### src/rtl/sram_boot_config_pkg.sv
// Shared state encodings and default configuration address for the SRAM boot loader.
package sram_boot_config_pkg;

  localparam int         STATE_W = 2;
  localparam logic [1:0] ST_LOAD = 2'd0;
  localparam logic [1:0] ST_HOLD = 2'd1;
  localparam logic [1:0] ST_RUN  = 2'd2;

  localparam logic [20:0] DEFAULT_BASE_ADDR = 21'h008FD5;

endpackage

### src/rtl/sram_boot_config.sv
// Boot-time config loader: reads NBYTES from SRAM, holds the core in reset, then hands the SRAM bus to the core.
`default_nettype none
module sram_boot_config
  import sram_boot_config_pkg::*;
#(
  parameter int                ADDR_W    = 21,
  parameter int                CORE_AW   = 19,
  parameter int                NBYTES    = 2,
  parameter logic [ADDR_W-1:0] BASE_ADDR = ADDR_W'(DEFAULT_BASE_ADDR),
  parameter int                SETTLE    = 2,
  parameter int                HOLD      = 8
) (
  input  logic                  clk,
  input  logic                  rst,
  input  logic                  reload,
  input  logic [CORE_AW-1:0]    core_addr,
  input  logic                  core_we_n,
  input  logic [7:0]            sram_data_in,
  output logic [ADDR_W-1:0]     sram_addr,
  output logic                  sram_we_n,
  output logic [NBYTES*8-1:0]   cfg,
  output logic                  cfg_valid,
  output logic                  core_reset_n,
  output logic                  busy
);

  localparam int IDX_W  = $clog2(NBYTES + 1);
  localparam int WAIT_W = $clog2(SETTLE + 1);
  localparam int HOLD_W = $clog2(HOLD + 1);

  localparam logic [IDX_W-1:0]  c_last_idx  = IDX_W'(NBYTES - 1);
  localparam logic [WAIT_W-1:0] c_last_wait = WAIT_W'(SETTLE - 1);
  localparam logic [HOLD_W-1:0] c_last_hold = HOLD_W'(HOLD - 1);

  logic [STATE_W-1:0]  state_q, state_d;
  logic [IDX_W-1:0]    idx_q, idx_d;
  logic [WAIT_W-1:0]   wait_q, wait_d;
  logic [HOLD_W-1:0]   hold_q, hold_d;
  logic [NBYTES*8-1:0] cfg_q, cfg_d;
  logic                rel_q, rel_d;

  always_comb begin
    state_d = state_q;
    idx_d   = idx_q;
    wait_d  = wait_q;
    hold_d  = hold_q;
    cfg_d   = cfg_q;
    rel_d   = rel_q;
    case (state_q)
      ST_LOAD: begin
        if (wait_q == c_last_wait) begin
          wait_d = '0;
          idx_d  = idx_q + 1'b1;
          for (int i = 0; i < NBYTES; i++) begin
            if (idx_q == IDX_W'(i)) cfg_d[8*i +: 8] = sram_data_in;
          end
          if (idx_q == c_last_idx) begin
            state_d = ST_HOLD;
            hold_d  = '0;
          end
        end else begin
          wait_d = wait_q + 1'b1;
        end
      end
      ST_HOLD: begin
        if (hold_q == c_last_hold) begin
          state_d = ST_RUN;
          rel_d   = 1'b1;
        end else begin
          hold_d = hold_q + 1'b1;
        end
      end
      ST_RUN: begin
        // Old cfg bytes stay visible until each is recaptured.
        if (reload) begin
          state_d = ST_LOAD;
          idx_d   = '0;
          wait_d  = '0;
          rel_d   = 1'b0;
        end
      end
      default: begin
        state_d = ST_LOAD;
        idx_d   = '0;
        wait_d  = '0;
        rel_d   = 1'b0;
      end
    endcase
  end

  always_ff @(posedge clk or posedge rst) begin
    if (rst) begin
      state_q <= ST_LOAD;
      idx_q   <= '0;
      wait_q  <= '0;
      hold_q  <= '0;
      cfg_q   <= '0;
      rel_q   <= 1'b0;
    end else begin
      state_q <= state_d;
      idx_q   <= idx_d;
      wait_q  <= wait_d;
      hold_q  <= hold_d;
      cfg_q   <= cfg_d;
      rel_q   <= rel_d;
    end
  end

  // Core only gets write access once it owns the bus.
  always_comb begin
    sram_addr = BASE_ADDR;
    sram_we_n = 1'b1;
    case (state_q)
      ST_LOAD: sram_addr = BASE_ADDR + ADDR_W'(idx_q);
      ST_RUN: begin
        sram_addr = ADDR_W'(core_addr);
        sram_we_n = core_we_n;
      end
      default: sram_addr = BASE_ADDR;
    endcase
  end

  assign cfg          = cfg_q;
  assign cfg_valid    = rel_q;
  assign core_reset_n = rel_q;
  assign busy         = (state_q != ST_RUN);

endmodule
`default_nettype wire
### config.mk
export PLATFORM = sky130hd
export DESIGN_NAME = sram_boot_config
export DESIGN_NICKNAME = d
export VERILOG_FILES = /design/src/rtl/sram_boot_config_pkg.sv /design/src/rtl/sram_boot_config.sv
export SDC_FILE = /design/constraint.sdc
export NUM_CORES = 1
export LEC_CHECK = 0
export CAP_MARGIN = 20
export CORE_UTILIZATION = 44
export CTS_BUF_LIST = sky130_fd_sc_hd__clkbuf_4 sky130_fd_sc_hd__clkbuf_8
export DETAILED_ROUTE_END_ITERATION = 8
export GPL_TIMING_DRIVEN = 0
export PLACE_DENSITY_LB_ADDON = 0.2
export SYNTH_ARGS = -nofsm -noshare
export SYNTH_HDL_FRONTEND = slang
export SYNTH_SLANG_ARGS = --single-unit
export TNS_END_PERCENT = 5
### constraint.sdc
create_clock -name clk -period 3.85 [get_ports clk]
set_input_delay 0.9625 -clock clk [delete_from_list [all_inputs] [get_ports clk]]
set_output_delay 0.9625 -clock clk [all_outputs]
set_load 0.02 [all_outputs]
==> results of run 1 <==
## area by class of cell
class	instances	area, um^2	area share
Tap cell	44	55.1	0.0251
Multi-Input combinational cell	86	646	0.294
Buffer	7	42.5	0.0194
Sequential cell	27	676	0.308
Clock inverter	1	7.51	0.00342
Timing Repair Buffer	70	718	0.327
Inverter	7	26.3	0.0120
Clock buffer	3	22.5	0.0103
## layout by cell type, fill, tap and decap left out, types with 4 or more instances in the layout
master / instances
a21oi_1: 6
clkdlybuf4s50_1: 69
and2_1: 7
nand2b_1: 11
mux2_2: 17
dfrtp_1: 27
nand2_1: 8
nor2_1: 6
buf_4: 4
ha_1: 4
inv_1: 7
## worst reg2reg max path, delay by kind of cell, from the launching register on
kind / cells / cell delay, ns
AO/OA/AOI/OAI: 1 / 0.42
adder cells (fa/ha/maj): 1 / 0.20
flip-flops: 1 / 0.41
multiplexers: 1 / 0.24
AND/OR/NAND/NOR: 1 / 0.28
## routing by layer
metal / up-vias / GRT usage
li1: 574 / -
met1: 548 / 0.281
met2: 47 / 0.319
met3: 2 / 0.0357
met4: 0 / 0.0306
met5: - / 0
## how the worst min path moves through the flow
stage / start / end / slack (ns) / depth (start not counted)
floorplan: hold_q[3] / hold_q[3] / 0.49 / 1
global placement: cfg[6] / cfg[6] / 0.49 / 1
detailed placement: cfg[3] / cfg[3] / 0.49 / 1
CTS: cfg[3] / cfg[3] / 0.53 / 1
global route: cfg[5] / cfg[5] / 0.55 / 1
finish: cfg[6] / cfg[6] / 0.52 / 1
## metrics by stage
step | hold slack, ns | worst slack [ns] | std cells
3_3_place_gp | 0.486 | 0.665 | 240
5_1_grt | 0.547 | 0.312 | 245
6_report | 0.523 | 0.531 | 245
4_1_cts | 0.526 | 0.501 | 244
2_1_floorplan | 0.488 | 1.51 | 127
3_5_place_dp | 0.493 | 0.659 | 240
## power by group through the flow
stage	sequential, W	combinational [W]	clock [W]
finish	0.000517	0.000894	0.000122
global route	0.000534	0.000970	0.000137
CTS	0.000514	0.000900	0.000126
detailed placement	0.000521	0.000896	0
global placement	0.000508	0.000868	0
floorplan	0.000617	0.000430	0
## sequential cells by signal (all words and copies together), names as in the netlist
register,flops
cfg,16
cfg_valid,1
hold_q,4
idx_q,2
state_q,2
wait_q,2
## kinds of logic (layout without fill, tap and decap cells)
kind of cell / count (synthesis) / after routing / share of synthesized area
xor gates and xnor gates: 2 / 2 / 0.0126
buffers and inverters: 14 / 88 / 0.0496
and+or+nand+nor: 42 / 42 / 0.178
muxes: 17 / 17 / 0.138
other: 1 / 2 / 0.00270
AOI/OAI and AO/OA: 19 / 19 / 0.0957
adders and majority gates: 4 / 4 / 0.0361
DFF: 27 / 27 / 0.487
==> results.yml, run 1 <==
placement:
  place.gp.congestion: 0.828
  dp_hpwl_mm: 2.48
  placed_area_um2: 2140
  io_buffers: 69
clock_network:
  clk_latency_ns: 0.32
  path_clk_slew_ns: 0.14
  cts_tree: "yes"
  post_cts.repair.setup_buffers: 0
  numCtsBuffers: 3
  cts_buffer_depth: 2
  cts_hold_buf: 0
  cts_resized: 0
  root_buffer: "clkbuf_4"
  htree_levels: 1
  clkSinkCount: 27
layout:
  utilization: 0.724
  nets: 237
  final_area_um2: 2190
  drive_above_1_share: 0.149
  fill_cells: 215
  area_delta_synth_final_pct: 58.2
  diodes: 0
critical_path:
  crit_family: "buffers and inverters"
  cp.depth: 6
  worst-r2r-cell-count: 4
  cp_slowest_cell: "clkdlybuf4s50_1"
  r2r_slack_ns: 2.25
  cp_data_arrival_time_ns: 2.36
  worstSetupStartpointType: "flop"
  setup.worst_path.start: "state_q[1]"
  crit_buf_inv: 4
  cp.required_ns: 2.89
  crit_fanout: 10
  endpoint_kind: "primary output"
  max_stage_delay_ns: 0.61
  crit_end: "sram_addr[13]"
  critPathKind: "reg -> out"
  worstPathCellList: "buf_4 -> inv_1 -> nor2_1 -> clkbuf_1 -> and2_1 -> clkdlybuf4s50_1"
  timing.rr.end: "hold_q[0]"
  timing.rr.start: "hold_q[0]"
timing:
  period_share: 0.862
  drv_slew: 0
  hold_viol_final: 0
  grt_setup_unrepaired: "false"
  finalSetupViolCount: 0
  fin_worst_skew_ns: 0.00673
  period_needed_ns: 3.32
  fmaxAchievable_mhz: 301
  fin_setup_tns_ns: 0
floorplan:
  die_y_um: 58.1
  start_util: 0.458
  core_um2: 3030
  die_x_um: 58.1
  io_pins: 72
  die_area_um2: 3380
  num_rows: 20
pwr:
  p_int_w: 0.000931
  seq_power_share: 0.337
  switching_share: 0.393
  p_switching_w: 0.000602
  max-vdd-ir-drop_v: 0.000490
  power_density_nw_per_um2: 699
  p_comb_frac: 0.583
  power.leakage_nw: 0.929
  p_total_w: 0.00153
  p_clk_frac: 0.079
routing:
  vias: 1171
  drt_iter0_markers: 17
  wl_met1_mm: 1.35
  top_layer_used: "met4"
  wl_met2_mm: 1.53
  wire_per_inst_um: 12.4
  dr.pass1.iters: 4
  antenna_left: 0
  routed_wl_mm: 3.04
  wl_met3_um: 156
  avgViaCountPerCell: 4.78
  drc_errors: 0
synth:
  synth_edf_count: 0
  synth_ff_type: "dfrtp_1"
  post-synth-top-count-cell: "dfrtp_1"
  yosys.area.top_type: "dfrtp_1"
  syn_inst: 126
  ys_types: 29
  ys_seq_area_frac: 0.487
  synth.area.top_cells: "dfrtp_1, mux2_2, nand2b_1, ha_1, and2_1"
  synth.top_cell.area_share: 0.487
  synth-seq-cells: 27
  synth_commonest_cells: "dfrtp_1, mux2_2, nand2b_1, nand2_1"
  synth_warnings: 0
  avgSynthCellArea_um2: 11.0
  async_flop_share: 1.00
  synthesis.area_um2: 1390
flow_run:
  drv_cap: 0
global_routing:
  gr-usage-all-layers: 0.196
  grt_max_degree: 28
  grt_pass1_wl_mm: 5.11
  grt_pass1_vias: 1120
  antenna_found_initial: 0
  grt_overflow: 0
worst_hold_path:
  hp-class: "reg -> reg"
status:
  status: "finished, final reports clean"
No activity file was read; power rests on OpenSTA's default activity.
==> run 2: changes to the inputs <==
--- a/config.mk
+++ b/config.mk
@@ -11,6 +11,7 @@
 export DETAILED_ROUTE_END_ITERATION = 8
 export GPL_TIMING_DRIVEN = 0
 export PLACE_DENSITY_LB_ADDON = 0.2
+export SLEW_MARGIN = 20
 export SYNTH_ARGS = -nofsm -noshare
 export SYNTH_HDL_FRONTEND = slang
 export SYNTH_SLANG_ARGS = --single-unit
==> run 2 against run 1 <==
Against the previous run:
- clock power about the same
- via count is 0.43% lower
- first-iteration DRC count unchanged
- largest cell class unchanged
- highest routed layer unchanged
==> results.yml, run 2 (synthesis results as in run 1) <==
flow_run:
  drv_cap: 0
pwr:
  max-vdd-ir-drop_v: 0.000490
  power_density_nw_per_um2: 699
  power.leakage_nw: 0.925
layout:
  largest_register_ff_count: 16
  diodes: 0
  stdcell_count: 245
  layout_commonest_cell: "clkdlybuf4s50_1"
  area_delta_synth_final_pct: 58.2
  fill_cells: 215
  drive_above_1_share: 0.149
  layout_common_cells: "clkdlybuf4s50_1, dfrtp_1, mux2_2, nand2b_1, nand2_1"
  nets: 237
routing:
  routed_wl_mm: 3.05
  vias: 1166
  dr.pass1.iters: 4
  antenna_left: 0
  avgViaCountPerCell: 4.76
  drt_iter0_markers: 17
  wire_per_inst_um: 12.4
  drc_errors: 0
floorplan:
  die_x_um: 58.1
  core_um2: 3030
  die_y_um: 58.1
  num_rows: 20
  start_util: 0.458
  io_pins: 72
  die_area_um2: 3380
global_routing:
  grt_pass1_wl_mm: 5.11
  antenna_found_initial: 0
  grt_overflow: 0
  gr-usage-all-layers: 0.196
  grt_pass1_vias: 1120
  grt_max_degree: 28
placement:
  place.gp.congestion: 0.828
  dp.cells: 240
  io_buffers: 69
  dp_hpwl_mm: 2.48
clock_network:
  cts_buffer_depth: 2
  root_buffer: "clkbuf_4"
  post_cts.repair.setup_buffers: 0
  path_clk_slew_ns: 0.14
  htree_levels: 1
  numCtsBuffers: 3
  cts_hold_buf: 0
  cts_tree: "yes"
  clk_latency_ns: 0.32
  cts_resized: 0
  clkSinkCount: 27
critical_path:
  worstPathCellList: "buf_4 -> inv_1 -> nor2_1 -> clkbuf_1 -> and2_1 -> clkdlybuf4s50_1"
  cp_data_arrival_time_ns: 2.36
  crit_fanout: 10
  critPathKind: "reg -> out"
  endpoint_kind: "primary output"
  cp.required_ns: 2.89
  worstSetupStartpointType: "flop"
  max_stage_delay_ns: 0.61
  cp_slowest_cell: "clkdlybuf4s50_1"
timing:
  drv_slew: 0
  hold_viol_final: 0
  fin_setup_tns_ns: 0
  period_share: 0.862
  grt_setup_unrepaired: "false"
  fin_worst_skew_ns: 0.00674
  fmaxAchievable_mhz: 301
  period_needed_ns: 3.32
  finalSetupViolCount: 0
worst_hold_path:
  hp-class: "reg -> reg"
status:
  status: "finished, final reports clean"
==> run 2: worst paths after layout <==
check | from | end | slack, ns | cells past startpoint
worst max-delay path | state_q[1] | sram_addr[13] | 0.53 | 6
worst min-delay path | cfg[3] | cfg[3] | 0.52 | 1
worst max register to register | hold_q[0] | hold_q[0] | 2.25 | 4
worst min register to register | cfg[3] | cfg[3] | 0.52 | 1
max in group asynchronous | rst | cfg[15] | 2.63 | 3
min in group asynchronous | rst | cfg[11] | 0.85 | 2
==> run 2: final cells by class <==
cell class                      count  area (um^2)  share of cell area
Timing Repair Buffer               70          718               0.327
Sequential cell                    27          676               0.308
Multi-Input combinational cell     86          646               0.294
Tap cell                           44         55.1              0.0251
Buffer                              7         42.5              0.0194
Inverter                            7         26.3              0.0120
Clock buffer                        3         22.5              0.0103
Clock inverter                      1         7.51             0.00342
==> run 2: report_power, final <==
group | internal, W | switching [W] | total, W
sequential | 0.000419 | 0.0000977 | 0.000516
clock | 0.0000397 | 0.0000818 | 0.000122
combinational | 0.000472 | 0.000422 | 0.000894
==> run 2: routing by layer <==
layer  routed length (um)  up-vias  track usage  share of wire
li1                     -      573            -              -
met1                 1340      546        0.281           0.44
met3                  163        2       0.0357          0.054
met2                 1520       45        0.319           0.50
met4                   15        0       0.0306         0.0049
met5                    0        -            0              0
==> run 2: critical path, delay by kind of cell (launching register included) <==
| kind | cells | cell delay [ns] |
|---|---|---|
| buffers and inverters | 4 | 1.14 |
| and+or+nand+nor | 2 | 0.55 |
| DFF | 1 | 0.35 |
==> run 2: stage by stage <==
step	hold WS (ns)	total power, W	utilization	cell area (um^2)	worst slack, ns
5_1_grt	0.547	0.00164	0.724	2190	0.312
3_3_place_gp	0.486	0.00138	0.705	2140	0.665
6_report	0.520	0.00153	0.724	2190	0.531
4_1_cts	0.526	0.00154	0.715	2170	0.501
2_1_floorplan	0.488	0.00105	-	1390	1.51
3_5_place_dp	0.493	0.00142	0.705	2140	0.659
